[src/rtl/serial_frame_deserializer_pkg.sv]
// Shared types and helpers for the serial frame deserializer.
package deser_pkg;

    typedef enum logic [1:0] {
        IDLE,
        DATA,
        PARITY,
        STOP
    } state_t;

    localparam logic START_BIT = 1'b0;
    localparam logic STOP_BIT  = 1'b1;

    // True when the data bits together with the parity bit contain an even number of ones.
    function automatic logic even_parity_ok(input logic [31:0] data, input logic p);
        return ~((^data) ^ p);
    endfunction

endpackage

[src/rtl/serial_frame_deserializer_out_buf.sv]
// One-entry valid/ready holding register for received words, with overrun detection.
module deser_out_buf #(
    parameter int W = 8
) (
    input  logic         clk,
    input  logic         rst_n,
    input  logic         load,
    input  logic [W-1:0] load_data,
    input  logic         load_perr,
    input  logic         load_ferr,
    input  logic         data_ready,
    output logic [W-1:0] data_out,
    output logic         data_valid,
    output logic         parity_err,
    output logic         frame_err,
    output logic         overrun
);

    logic slot_free;

    // The slot can take a new word when it is empty or its word is being accepted right now.
    assign slot_free = !data_valid || data_ready;

    // Load committed words into the slot, drop them with an overrun pulse when it is still occupied.
    always_ff @(posedge clk or negedge rst_n) begin
        if (!rst_n) begin
            data_out   <= '0;
            data_valid <= 1'b0;
            parity_err <= 1'b0;
            frame_err  <= 1'b0;
            overrun    <= 1'b0;
        end else begin
            overrun <= 1'b0;
            if (load && slot_free) begin
                data_out   <= load_data;
                parity_err <= load_perr;
                frame_err  <= load_ferr;
                data_valid <= 1'b1;
            end else begin
                if (load) begin
                    overrun <= 1'b1;
                end
                if (data_valid && data_ready) begin
                    data_valid <= 1'b0;
                end
            end
        end
    end

endmodule

[src/rtl/serial_frame_deserializer.sv]
// Collects framed serial bits (start, data LSB first, optional even parity, stop)
// into parallel words and hands them to a one-entry valid/ready output buffer.
module serial_frame_deserializer
    import deser_pkg::*;
#(
    parameter int DATA_W    = 8,
    parameter bit PARITY_EN = 1'b1
) (
    input  logic              clk,
    input  logic              rst_n,
    input  logic              bit_in,
    input  logic              bit_en,
    output logic [DATA_W-1:0] data_out,
    output logic              data_valid,
    input  logic              data_ready,
    output logic              parity_err,
    output logic              frame_err,
    output logic              overrun
);

    localparam int CNT_W = (DATA_W > 1) ? $clog2(DATA_W) : 1;
    localparam logic [CNT_W-1:0] LAST_IDX = CNT_W'(DATA_W - 1);

    state_t            state;
    logic [CNT_W-1:0]  cnt;
    logic [DATA_W-1:0] shift_reg;
    logic              parity_bit;
    logic              commit;
    logic              commit_perr;
    logic              commit_ferr;

    // Frame state machine: steps once per valid bit and places data bits by position.
    always_ff @(posedge clk or negedge rst_n) begin
        if (!rst_n) begin
            state      <= IDLE;
            cnt        <= '0;
            shift_reg  <= '0;
            parity_bit <= 1'b0;
        end else if (bit_en) begin
            case (state)
                IDLE: begin
                    if (bit_in == START_BIT) begin
                        state <= DATA;
                        cnt   <= '0;
                    end
                end
                DATA: begin
                    shift_reg[cnt] <= bit_in;
                    if (cnt == LAST_IDX) begin
                        cnt   <= '0;
                        state <= PARITY_EN ? PARITY : STOP;
                    end else begin
                        cnt <= cnt + 1'b1;
                    end
                end
                PARITY: begin
                    parity_bit <= bit_in;
                    state      <= STOP;
                end
                STOP: begin
                    state <= IDLE;
                end
                default: begin
                    state <= IDLE;
                end
            endcase
        end
    end

    // The word is committed in the stop-bit cycle; a zero stop bit marks a framing error.
    assign commit      = bit_en && (state == STOP);
    assign commit_ferr = (bit_in != STOP_BIT);
    assign commit_perr = PARITY_EN ? ~even_parity_ok(32'(shift_reg), parity_bit) : 1'b0;

    deser_out_buf #(
        .W (DATA_W)
    ) u_out_buf (
        .clk        (clk),
        .rst_n      (rst_n),
        .load       (commit),
        .load_data  (shift_reg),
        .load_perr  (commit_perr),
        .load_ferr  (commit_ferr),
        .data_ready (data_ready),
        .data_out   (data_out),
        .data_valid (data_valid),
        .parity_err (parity_err),
        .frame_err  (frame_err),
        .overrun    (overrun)
    );

endmodule

[config.mk]
export PLATFORM = sky130hd
export DESIGN_NAME = serial_frame_deserializer
export DESIGN_NICKNAME = d
export VERILOG_FILES = /design/src/rtl/serial_frame_deserializer_pkg.sv /design/src/rtl/serial_frame_deserializer_out_buf.sv /design/src/rtl/serial_frame_deserializer.sv
export SDC_FILE = /design/constraint.sdc
export NUM_CORES = 1
export LEC_CHECK = 0
export ABC_AREA = 1
export CAP_MARGIN = 0
export CORE_AREA = 2 2 52 66
export DETAILED_ROUTE_END_ITERATION = 12
export DIE_AREA = 0 0 54 68
export PLACE_DENSITY = 0.63
export SYNTH_ARGS = -nofsm -noshare
export SYNTH_HDL_FRONTEND = slang
export SYNTH_HIERARCHICAL = 1
export SYNTH_SLANG_ARGS = --single-unit
export TNS_END_PERCENT = 10
[constraint.sdc]
create_clock -name clk -period 1.4 [get_ports clk]
set_input_delay 0.28 -clock clk [delete_from_list [all_inputs] [get_ports clk]]
set_output_delay 0.28 -clock clk [all_outputs]
set_load 0.01 [all_outputs]
; ---- Yosys cells after proc, flatten, opt, wreduce, memory -nomap -nowiden
; Cells that the tools add are included.
[totals]
latch_bits = 0
word_cells = 47
ff_bits = 26
out_inout_bits = 12
rom_bits = 0
ram_bits = 0
n_memories = 0
[op_classes]
div = 0
bitwise = 2
shifts = 0
muxes = 13
reduce_logical = 14
n_eq_ne = 6
mul = 0
addsub = 1
n_lt_le_gt_ge = 2
[ops]
columns = cell, n
row1 = parity 32 bit, 1
row2 = bitwise mux 8 bit, 1
row3 = one-hot mux 2 bit (4 select lines), 1
row4 = two-way mux 3 bit, 2
row5 = one-hot mux 3 bit (2 select lines), 1
row6 = AND reduction 3 bit, 2
row7 = two-way mux 1 bit, 5
row8 = == test 2 bit (second input constant), 2
row9 = logical AND 1 bit, 4
row10 = less-than comparator 3 x 4 -> 1 bit (second input constant), 1
row11 = two-way mux 2 bit, 2
row12 = != test 2 bit (second input constant), 2
row13 = AND reduction 2 bit, 2
row14 = nonzero test 2 bit, 2
row15 = adder 3 x 1 -> 3 bit (second input constant), 1
row16 = demux 1 bit (select 3 bit), 1
row17 = == test 3 bit (second input constant), 1
row18 = greater-or-equal comparator 3 x 1 -> 1 bit (second input constant), 1
row19 = == test 2 x 1 -> 1 bit (second input constant), 1
row20 = logical NOT 2 bit, 1
row21 = logical NOT 1 bit, 1
row22 = logical OR 1 bit, 1
row23 = inverter 1 bit, 1
row24 = bitwise XOR 1 bit, 1

; ---- Logic depth before layout (Yosys ltp)
[depth]
depth_word = 5
mapped_depth = 11
ltp_nobuf = 11

; ---- By module
; The synthesis kept the hierarchy.
[by_module_without_submodules]
columns = module, cells_each, area_per_inst_um2, instances
row1 = serial_frame_deserializer, 108, 859.6, 1
row2 = deser_out_buf, 50, 495.5, 1

; ---- Worst setup path before layout
; OpenSTA, ideal clock, no wires.
[synth_path]
path_kind = reg-to-reg
start = register state[1]
end = register shift_reg[0]
path_stages_with_launch = 7
n_path_buf = 0
synth_period_minus_slack_ns = 1.265
slack_ns = 0.135
arrival_time_ns = 1.183
required_time_ns = 1.318
cell_sequence = dfrtp_1 -> inv_1 -> ha_1 -> nand2_2 -> nor2_4 -> a21oi_1 -> a31oi_1
[synth_between]
elab_chain_len = 2
[synth_rtl]
columns = element, line
row1 = start: declaration, serial_frame_deserializer.sv:24  ; state_t state;
row2 = start signal: assignment, serial_frame_deserializer.sv:51  ; state <= PARITY_EN ? PARITY : STOP;
row3 = == test 2 x 1 -> 1 bit, serial_frame_deserializer.sv:40  ; case (state)
row4 = AND reduction 2 bit (no line), n/a
row5 = end signal: indexed assignment, serial_frame_deserializer.sv:48  ; shift_reg[cnt] <= bit_in;
row6 = end: declaration, serial_frame_deserializer.sv:26  ; logic [DATA_W-1:0] shift_reg;
; No other way between the ends.
; A chain may end at the register's enable or synchronous reset.

; ---- Final worst setup path
[layout_path]
start = register state[0]
end = register cnt[0]
[layout_between]
elab_chain_len = 3
word_cells_on_any_way = 6
classes_between = eq/ne (2) / mux (1) / reduce/logical (3)
[layout_rtl]
columns = element, line
row1 = == test 2 x 1 -> 1 bit / logical NOT 2 bit (equally long branches), serial_frame_deserializer.sv:40
row2 = nonzero test 2 bit (no line) / != test 2 bit (equally long branches), n/a
row3 = AND reduction 3 bit (no line), n/a
row4 = end signal: assignment, serial_frame_deserializer.sv:53  ; cnt <= cnt + 1'b1;
row5 = end: declaration, serial_frame_deserializer.sv:25  ; logic [CNT_W-1:0] cnt;
; Parallel ways exist; a longest one is shown, timed or not.

==> results.md <==
- Global-route wire length before repair: about 4200 um
- Critical path depth: 5
- Worst reg2reg path endpoint: cnt[0]
- Worst Tran Pin Value: ~0.33 ns
- Setup Viol. Count Final: 0
- Clock H-tree levels: 1
- I/O pin cnt: 17
- Synth area leaders: dfrtp_1 (48%), nand2_1 (13%), ha_1 (6.5%)
- Proportion of synthesized area in mux cells: 0
- Global placement routability congestion: roughly 0.76
- Total CTS buffers: 3
- PD cells: a little under 2000 nW/um^2
- Yosys reg bits: 26
- Worst setup path endpoint: cnt[0]
- Post-synth top area cell: dfrtp_1
- Simple-Gate Fraction of Synth Area: 0.2567
- First-pass detailed-route iteration total: 4
- Adder-Cell Fraction of Synth Area: 0.06464
- Antenna violations before repair: 0
- Vias: ~1100
- Initial Utilization: 0.4360
- Unique masters post-synth: 20
- Final Cycle Share: 0.9533
- # port buffers: 16
- Die height: 68 um
- # diodes: 0
- Vias in the first global route: between 900 and 1000
- Post-Syn Nets: 170
- Post-Synthesis Cell Area: 1355 sq um
- Dpl hpwl: approximately 1900 um
- Hold WS: about 0.37 ns
- Vias per Instance: about 4.9
- Worst reg2reg path startpoint: state[0]
- CTS Buffer Depth: 2
- Largest family of logic cells by synthesized area: simple AND/OR/NAND/NOR gates
- Nets@finish: around 200
- DRC violations left: 0
- Worst reg-to-reg setup slack: between 0.06 and 0.07 ns
- Die X: between 50 and 60 um
- Compound-Gate Fraction of Synth Area: 0.1200
- XOR/XNOR Fraction of Synth Area: 0.006464
- Die area: 3672 sq um
- CP max stage delay: approximately 0.43 ns
- Max Clk Rate: around 750 MHz
- Sequential-to-total area share from yosys stat: 0.4801
- Critical Path AT: about 1.5 ns
- Final Slew Violations: 0
- Ys Warns: 6
- Hold WC Path Type: input port to async pin
- Peak supply drop: 0.0009549 V
- Most common cell after layout, fill and taps aside: nand2_1
- Post-Synthesis Cells: about 160
- Final min period: roughly 1.3 ns
- Cell mode on critical path: buf_4
- R2R depth: 5
- Area share of the largest cell type after synthesis: 0.4801
- Worst setup SP type: register
- Critical Path Source: state[0]
- Buf/Inv on CP: 2
- CTS tree: built
- Commonest non-fill, non-tap cells in the layout: nand2_1 (48), dfrtp_1 (26), inv_1 (18)
- Post-route ant nets: 0
- Slew headroom: 0.7812
- Total design power: about 3.2 mW
- Clock Tree Root: clkbuf_8
- Final core utilization: 0.5294
- Hold_buf cts: 0
- Max-cap violation count: 0
- Syn avg cell area: around 8.6 sq um
- Critical Path Sink Type: register
- CP max-delay cell: dfrtp_1
- Final WL: 2384 um
- Rows: 23
- Hold Vio Cnt, Final: 0
- Clk Latency, worst-skew pair: roughly 0.26 ns
- Congestion Overflow GR: 0
- Crit-path leading delay family: flip-flops
- Clock-pin slew on the worst setup and hold paths: 0.08 ns
- 1st-iter DRT viols: 18
- Critical path type: register to register
- P_leak: approximately 0.9 nW
- Clock sinks: 26
- Routed len/inst: around 11 um
- Crit-path cells: buf_4 > ha_4 > buf_4 > o21a_2 > o21ai_0
- Status: finished, final reports clean
- Total track usage: 0.1551
- CORE AREA: 3108 sq um
- Worst Path Required: between 1.5 and 2 ns
- Largest net degree at the start of global routing: 27
- Layout cells sized above 1: 0.1366
- Critical Path Fanout Max: 4
- Worst Skew: between 0.003 and 0.004 ns
- Area grow syn2layout: 21.42%
logic make-up after synthesis:
group,after synthesis
buffers and inverters,22
adder cells (fa/ha/maj),7
AND/OR/NAND/NOR,76
AO/OA/AOI/OAI,26
XOR/XNOR,1
flip-flops,26
cell usage after synthesis (all sizes together):
library cell	number
dfrtp	26
a21boi	1
nand2	51
nor2	9
xnor2	1
ha	7
clkinv	1
buf	2
inv	19
nand3	16
o21ai	5
a31oi	9
a21oi	10
o21a	1
worst register-to-register path: cells and delay by family, from the launching register on:
| family | cells | cell delay (ns) |
|---|---|---|
| DFF | 1 | 0.43 |
| adders and majority gates | 1 | 0.17 |
| buffers and inverters | 2 | 0.30 |
| AOI/OAI and AO/OA | 2 | 0.35 |
routing by layer:
metal  track usage  vias to the layer above  wire, um
met3       0.01965                        4       115
met1        0.1906                      497      1071
li1              -                      562         -
met2        0.2668                       25      1160
met4       0.06875                        0        37
met5             0                        -         0
power breakdown:
| part | internal, mW | switching (mW) |
|---|---|---|
| clock | 0.192 | 0.215 |
| sequential | 1.05 | 0.262 |
| combinational | 0.654 | 0.857 |
| total | 1.89 | 1.33 |
repair_timing:
action / in CTS / in global routing
resized for setup: 12 / 5
pin swaps: 0 / 2
endpoints found under the setup margin: 12 / 13
gates cloned: 0 / 0
buffers inserted: 1 / 1
stage by stage:
| stage | instance area, sq um | std cells | TNS [ns] | setup WS [ns] |
|---|---|---|---|---|
| after CTS | 1618 | 219 | 0 | 0.001880 |
| final | 1645 | 220 | 0 | 0.06533 |
| after global placement | 1584 | 215 | -1.257 | -0.07471 |
| after detailed placement | 1584 | 215 | -1.609 | -0.08762 |
| after global routing | 1645 | 220 | -0.002868 | -0.002449 |
| after floorplan | 1355 | 158 | 0 | 0.1346 |
layout make-up:
class                      instances  area (sq um)
inverter                          20         75.07
sequential                        26         650.6
fill                             315          1463
clock buffer                       3         41.29
timing repair buffer              24         205.2
multi-input combinational        110         626.9
tap                               37         46.29
worst min path at each step:
stage,from,end,slack (ns)
finish,rst_n,u_out_buf/overrun,0.37
global route,rst_n,u_out_buf/overrun,0.41
CTS,rst_n,u_out_buf/data_out[0],0.38
detailed placement,u_out_buf/parity_err,u_out_buf/parity_err,0.46
global placement,u_out_buf/data_out[3],u_out_buf/data_out[3],0.45
floorplan,rst_n,cnt[0],-0.02
Note: power is estimated with default switching activity, not from simulation.
